$ cat src/rtl/pc_ir_unit.sv
// rtl/pc_ir_unit.sv - program counter, instruction register and memory address mux.
// Optional taken-branch PC trace buffer enabled by defining PC_TRACE_EN.
module pc_ir_unit #(
    parameter int DW    = 16,
    parameter int OFS_W = 8
) (
    input  logic          clk,
    input  logic          reset,
    input  logic          pc_ld,
    input  logic          pc_inc,
    input  logic          pc_sel,
    input  logic          ir_ld,
    input  logic          adr_sel,
    input  logic [DW-1:0] mem_dout,
    input  logic [DW-1:0] r_data,
    output logic [DW-1:0] ir,
    output logic [DW-1:0] pc,
    output logic [DW-1:0] mem_adr
`ifdef PC_TRACE_EN
    ,
    input  logic [1:0]    trace_idx,
    output logic [DW-1:0] trace_pc,
    output logic [2:0]    trace_cnt
`endif
);

    logic [DW-1:0] pc_q, pc_d;
    logic [DW-1:0] ir_q, ir_d;
    logic [DW-1:0] ofs_ext;

    // Offset always comes from the pre-edge IR, even when IR reloads in the same cycle.
    assign ofs_ext = {{(DW-OFS_W){ir_q[OFS_W-1]}}, ir_q[OFS_W-1:0]};

    always_comb begin
        pc_d = pc_q;
        if (pc_ld) begin
            if (pc_sel) pc_d = r_data;
            else        pc_d = pc_q + ofs_ext;
        end else if (pc_inc) begin
            pc_d = pc_q + {{(DW-1){1'b0}}, 1'b1};
        end
    end

    always_comb begin
        ir_d = ir_q;
        if (ir_ld) ir_d = mem_dout;
    end

    always_ff @(posedge clk or posedge reset) begin
        if (reset) begin
            pc_q <= '0;
            ir_q <= '0;
        end else begin
            pc_q <= pc_d;
            ir_q <= ir_d;
        end
    end

    assign pc      = pc_q;
    assign ir      = ir_q;
    assign mem_adr = adr_sel ? r_data : pc_q;

`ifdef PC_TRACE_EN
    logic [DW-1:0] trace_buf_q [4];
    logic [DW-1:0] trace_buf_d [4];
    logic [1:0]    trace_wr_q, trace_wr_d;
    logic [2:0]    trace_cnt_q, trace_cnt_d;
    logic [1:0]    trace_rd_ptr;

    always_comb begin
        trace_buf_d = trace_buf_q;
        trace_wr_d  = trace_wr_q;
        trace_cnt_d = trace_cnt_q;
        if (pc_ld) begin
            trace_buf_d[trace_wr_q] = pc_q;
            trace_wr_d              = trace_wr_q + 2'd1;
            if (trace_cnt_q != 3'd4) trace_cnt_d = trace_cnt_q + 3'd1;
        end
    end

    always_ff @(posedge clk or posedge reset) begin
        if (reset) begin
            for (int i = 0; i < 4; i++) trace_buf_q[i] <= '0;
            trace_wr_q  <= '0;
            trace_cnt_q <= '0;
        end else begin
            trace_buf_q <= trace_buf_d;
            trace_wr_q  <= trace_wr_d;
            trace_cnt_q <= trace_cnt_d;
        end
    end

    // Write pointer sits one past the newest entry; wrap-around is free in two bits.
    assign trace_rd_ptr = trace_wr_q - 2'd1 - trace_idx;
    assign trace_pc     = ({1'b0, trace_idx} < trace_cnt_q) ? trace_buf_q[trace_rd_ptr] : '0;
    assign trace_cnt    = trace_cnt_q;
`endif

endmodule

$ cat config.mk
export PLATFORM = sky130hd
export DESIGN_NAME = pc_ir_unit
export DESIGN_NICKNAME = d
export VERILOG_FILES = /design/src/rtl/pc_ir_unit.sv
export SDC_FILE = /design/constraint.sdc
export NUM_CORES = 1
export LEC_CHECK = 0
export ABC_AREA = 1
export ABC_CLOCK_PERIOD_IN_PS = 2600
export CORE_ASPECT_RATIO = 1.4
export CORE_MARGIN = 4
export CORE_UTILIZATION = 35
export DETAILED_ROUTE_END_ITERATION = 10
export PLACE_DENSITY = 0.69
export REMOVE_ABC_BUFFERS = 1
export SLEW_MARGIN = 20
export SYNTH_ARGS = -nofsm -noshare
export SYNTH_HDL_FRONTEND = slang
export SYNTH_SLANG_ARGS = --single-unit
$ cat constraint.sdc
create_clock -name clk -period 2.6 [get_ports clk]
set_clock_uncertainty 0.1 [all_clocks]
set_input_delay 0.26 -clock clk [delete_from_list [all_inputs] [get_ports clk]]
set_output_delay 0.26 -clock clk [all_outputs]
set_load 0.02 [all_outputs]
==> results_dict.tcl <==
set metrics [dict create \
    clock_path_buffers 2 \
    placed_area_um2 3902 \
    ys_top_cells_by_area "dfrtp_1 28%, nand2_1 16%, inv_1 7.9%" \
    drive_gt1_share_pct 8.271 \
    synth_cell_types 32 \
    ff2ff_path_depth 11 \
    hp-class "input port to asynchronous set/reset pin" \
    pwr-share-comb_pct 51.9 \
    wirelength_mm 8.719 \
    drv_slew 0 \
    total_power_mw 2.631 \
    clkPwrFrac_pct 21.2 \
    start_util_pct 35.71 \
    min_period_over_period_pct 85.97 \
    clock-sinks 32 \
    wl_per_cell_um 13.75 \
    insertion_delay_ns 0.28 \
    rrSetupSlack_ns 0.41 \
    num_vias 3079 \
    start_kind "input port" \
    maxCapViolations 0 \
    cp.required_ns 2.24 \
    setup_violations 0 \
    postCtsHoldBufs 0 \
    power_switching_mw 1.118 \
    grt_overflow_total 0 \
    io_pins 87 \
    synth_top_flop_cell "dfrtp_1" \
    dp_hpwl_mm 6.960 \
    grt_pass1_wl_mm 14.68 \
    avgSynthCellArea_um2 6.574 \
    synth.top_cell.area_share_pct 27.68 \
    track_usage_pct 18.68 \
    cts_tree "done" \
    dr.pass1.iters 4 \
    async_flop_share_pct 100.0 \
    drc 0 \
    vias_per_cell 4.856 \
    tightest_slew_ns 0.7224 \
    rows 39 \
    port_buffers 86 \
    timing.final.hold_violations 0 \
    fp.dieH_um 115.6 \
    ir_drop_v 0.0004103 \
    cp_max_fo 29 \
    antenna_found_initial 0 \
    seqPwrFrac_pct 27.0 \
    powerDensity_nw_per_um2 651.8 \
    num_antenna_cells 0 \
    cts_resized 0 \
    leakage_nw 1.961 \
    status "complete, no violations" \
    swShare_pct 42.51 \
    ys_ff_latch 32 \
    yosysSeqAreaShare_pct 27.68 \
    numCtsBuffers 5 \
    h-tree-depth 2 \
    grt_start_max_net_pins 33 \
    coreArea_um2 8100 \
    clockRootBuffer "clkbuf_16" \
    synth_edf_count 0 \
    drt_iter0_markers 127 \
    drtAntennaViolNets 0 \
    p_int_mw 1.513 \
    area_delta_synth_final_pct 39.53 \
    cp.arrival_ns 1.88 \
    netlist_instances 440 \
    path_class "input port to output pin" \
    holdWs_ns 0.2906 \
    post_cts_buffers 0 \
    fin_ws_ns 0.3649 \
    setup_tns_ns 0 \
    yosys_warnings 0 \
    reg2reg_to "pc[12]" \
    worstSetupStartpoint "adr_sel" \
    netlist.top_cell.by_area "dfrtp_1" \
    pre_cts_ws_ns 0.3561 \
    max_freq_mhz 447.4 \
    finalInstanceArea_um2 4036 \
    clkTransAtPathRegs_ns 0.05 \
    synth_area_um2 2893 \
    relSlewSlack_pct 51.69 \
    period_needed_ns 2.235 \
    die_w_um 84.84 \
    rsz0062_at_grt "no" \
    endpoint_kind "output pin" \
    reg2reg_from "pc[0]" \
    nets 588 \
    grt_pass1_vias 3148 \
    die_area_um2 9804 \
    gp_congestion 0.8763 \
]
==> cell families after synthesis <==
group / share of synthesized area [%]
flops: 27.68
compound gates: 11.85
fa+ha+maj: 7.612
simple gates: 32.74
xor+xnor: 3.331
buf+inv: 9.775
mux: 7.007
==> area by class of cell <==
class | instances | area [µm²]
clock inverter | 1 | 5.005
sequential | 32 | 800.8
fill | 854 | 4064
inverter | 63 | 236.5
tap | 102 | 127.6
clock buffer | 6 | 128.9
multi-input combinational | 335 | 1809
timing repair buffer | 95 | 928.4
==> cells in the final DEF, fill, tap and decap left out <==
| cell | synthesis | routed |
|---|---|---|
| and2_1 | 3 | 3 |
| fa_1 | 1 | 1 |
| nor3_2 | 1 | 1 |
| nor2_1 | 54 | 54 |
| nand2_2 | 1 | 1 |
| buf_4 | 0 | 9 |
| mux2_2 | 18 | 18 |
| xor2_1 | 8 | 8 |
| a21oi_2 | 1 | 1 |
| nor2_2 | 5 | 5 |
| clkinv_1 | 2 | 2 |
| clkinv_2 | 0 | 1 |
| nand3_1 | 25 | 25 |
| xnor2_1 | 3 | 3 |
| dfrtp_1 | 32 | 32 |
| inv_1 | 61 | 61 |
| a22oi_1 | 6 | 6 |
| clkbuf_1 | 5 | 1 |
| nand3_2 | 2 | 2 |
| nand2_1 | 124 | 124 |
| a21oi_1 | 20 | 20 |
| or2_1 | 2 | 2 |
| nand4_1 | 3 | 3 |
| o21ai_0 | 27 | 27 |
| nand3b_1 | 2 | 2 |
| o21ai_1 | 4 | 4 |
| a31oi_1 | 1 | 1 |
| o211ai_1 | 2 | 2 |
| o22ai_1 | 2 | 2 |
| or2_2 | 1 | 1 |
| nor3_1 | 3 | 3 |
| ha_1 | 16 | 16 |
| clkbuf_16 | 0 | 5 |
| clkdlybuf4s50_1 | 0 | 86 |
==> critical path, cell delays in order <==
cell and delay (ns):
clkdlybuf4s50_1 0.45, buf_4 0.25, mux2_2 0.36, clkdlybuf4s50_1 0.54
==> worst max-delay path by stage <==
stage,to,slack [ns],depth (start not counted)
2_1_floorplan,pc[8],0.59,11
3_3_place_gp,mem_adr[2],0.37,4
3_5_place_dp,mem_adr[2],0.36,4
4_1_cts,mem_adr[2],0.36,4
5_1_grt,pc[12],0.25,11
6_report,mem_adr[2],0.36,4
==> through the flow <==
stage,util (%),cells
floorplan,-,430
global placement,48.18,627
detailed placement,48.18,627
CTS,49.83,634
global route,49.83,634
finish,49.83,634
==> cell usage after synthesis, drive strengths merged (3+ instances only) <==
library cell,number
nand2,125
inv,61
nor2,59
dfrtp,32
o21ai,31
nand3,27
a21oi,21
mux2,18
ha,16
xor2,8
a22oi,6
clkbuf,6
buf,4
nor3,4
and2,3
nand4,3
or2,3
xnor2,3
==> per-layer routing <==
metal	up-vias	part of all wire (%)	track usage (%)
li1	1592	-	-
met1	1403	42	21.60
met2	68	51	33.77
met3	16	4.3	3.698
met4	0	3.0	7.392
met5	-	0	0
==> registers in the layout, summed over array words and instances, names as in the netlist <==
register	cells
ir	16
pc	16
==> power groups by stage <==
stage               Combinational (mW)  Sequential (mW)  Clock, mW
global placement                  1.35            0.719          0
detailed placement                1.37            0.718          0
CTS                               1.38            0.712      0.579
global route                      1.55            0.723      0.601
finish                            1.37            0.709      0.557
floorplan                        0.784            0.770          0
No activity file was read; power rests on OpenSTA's default activity.
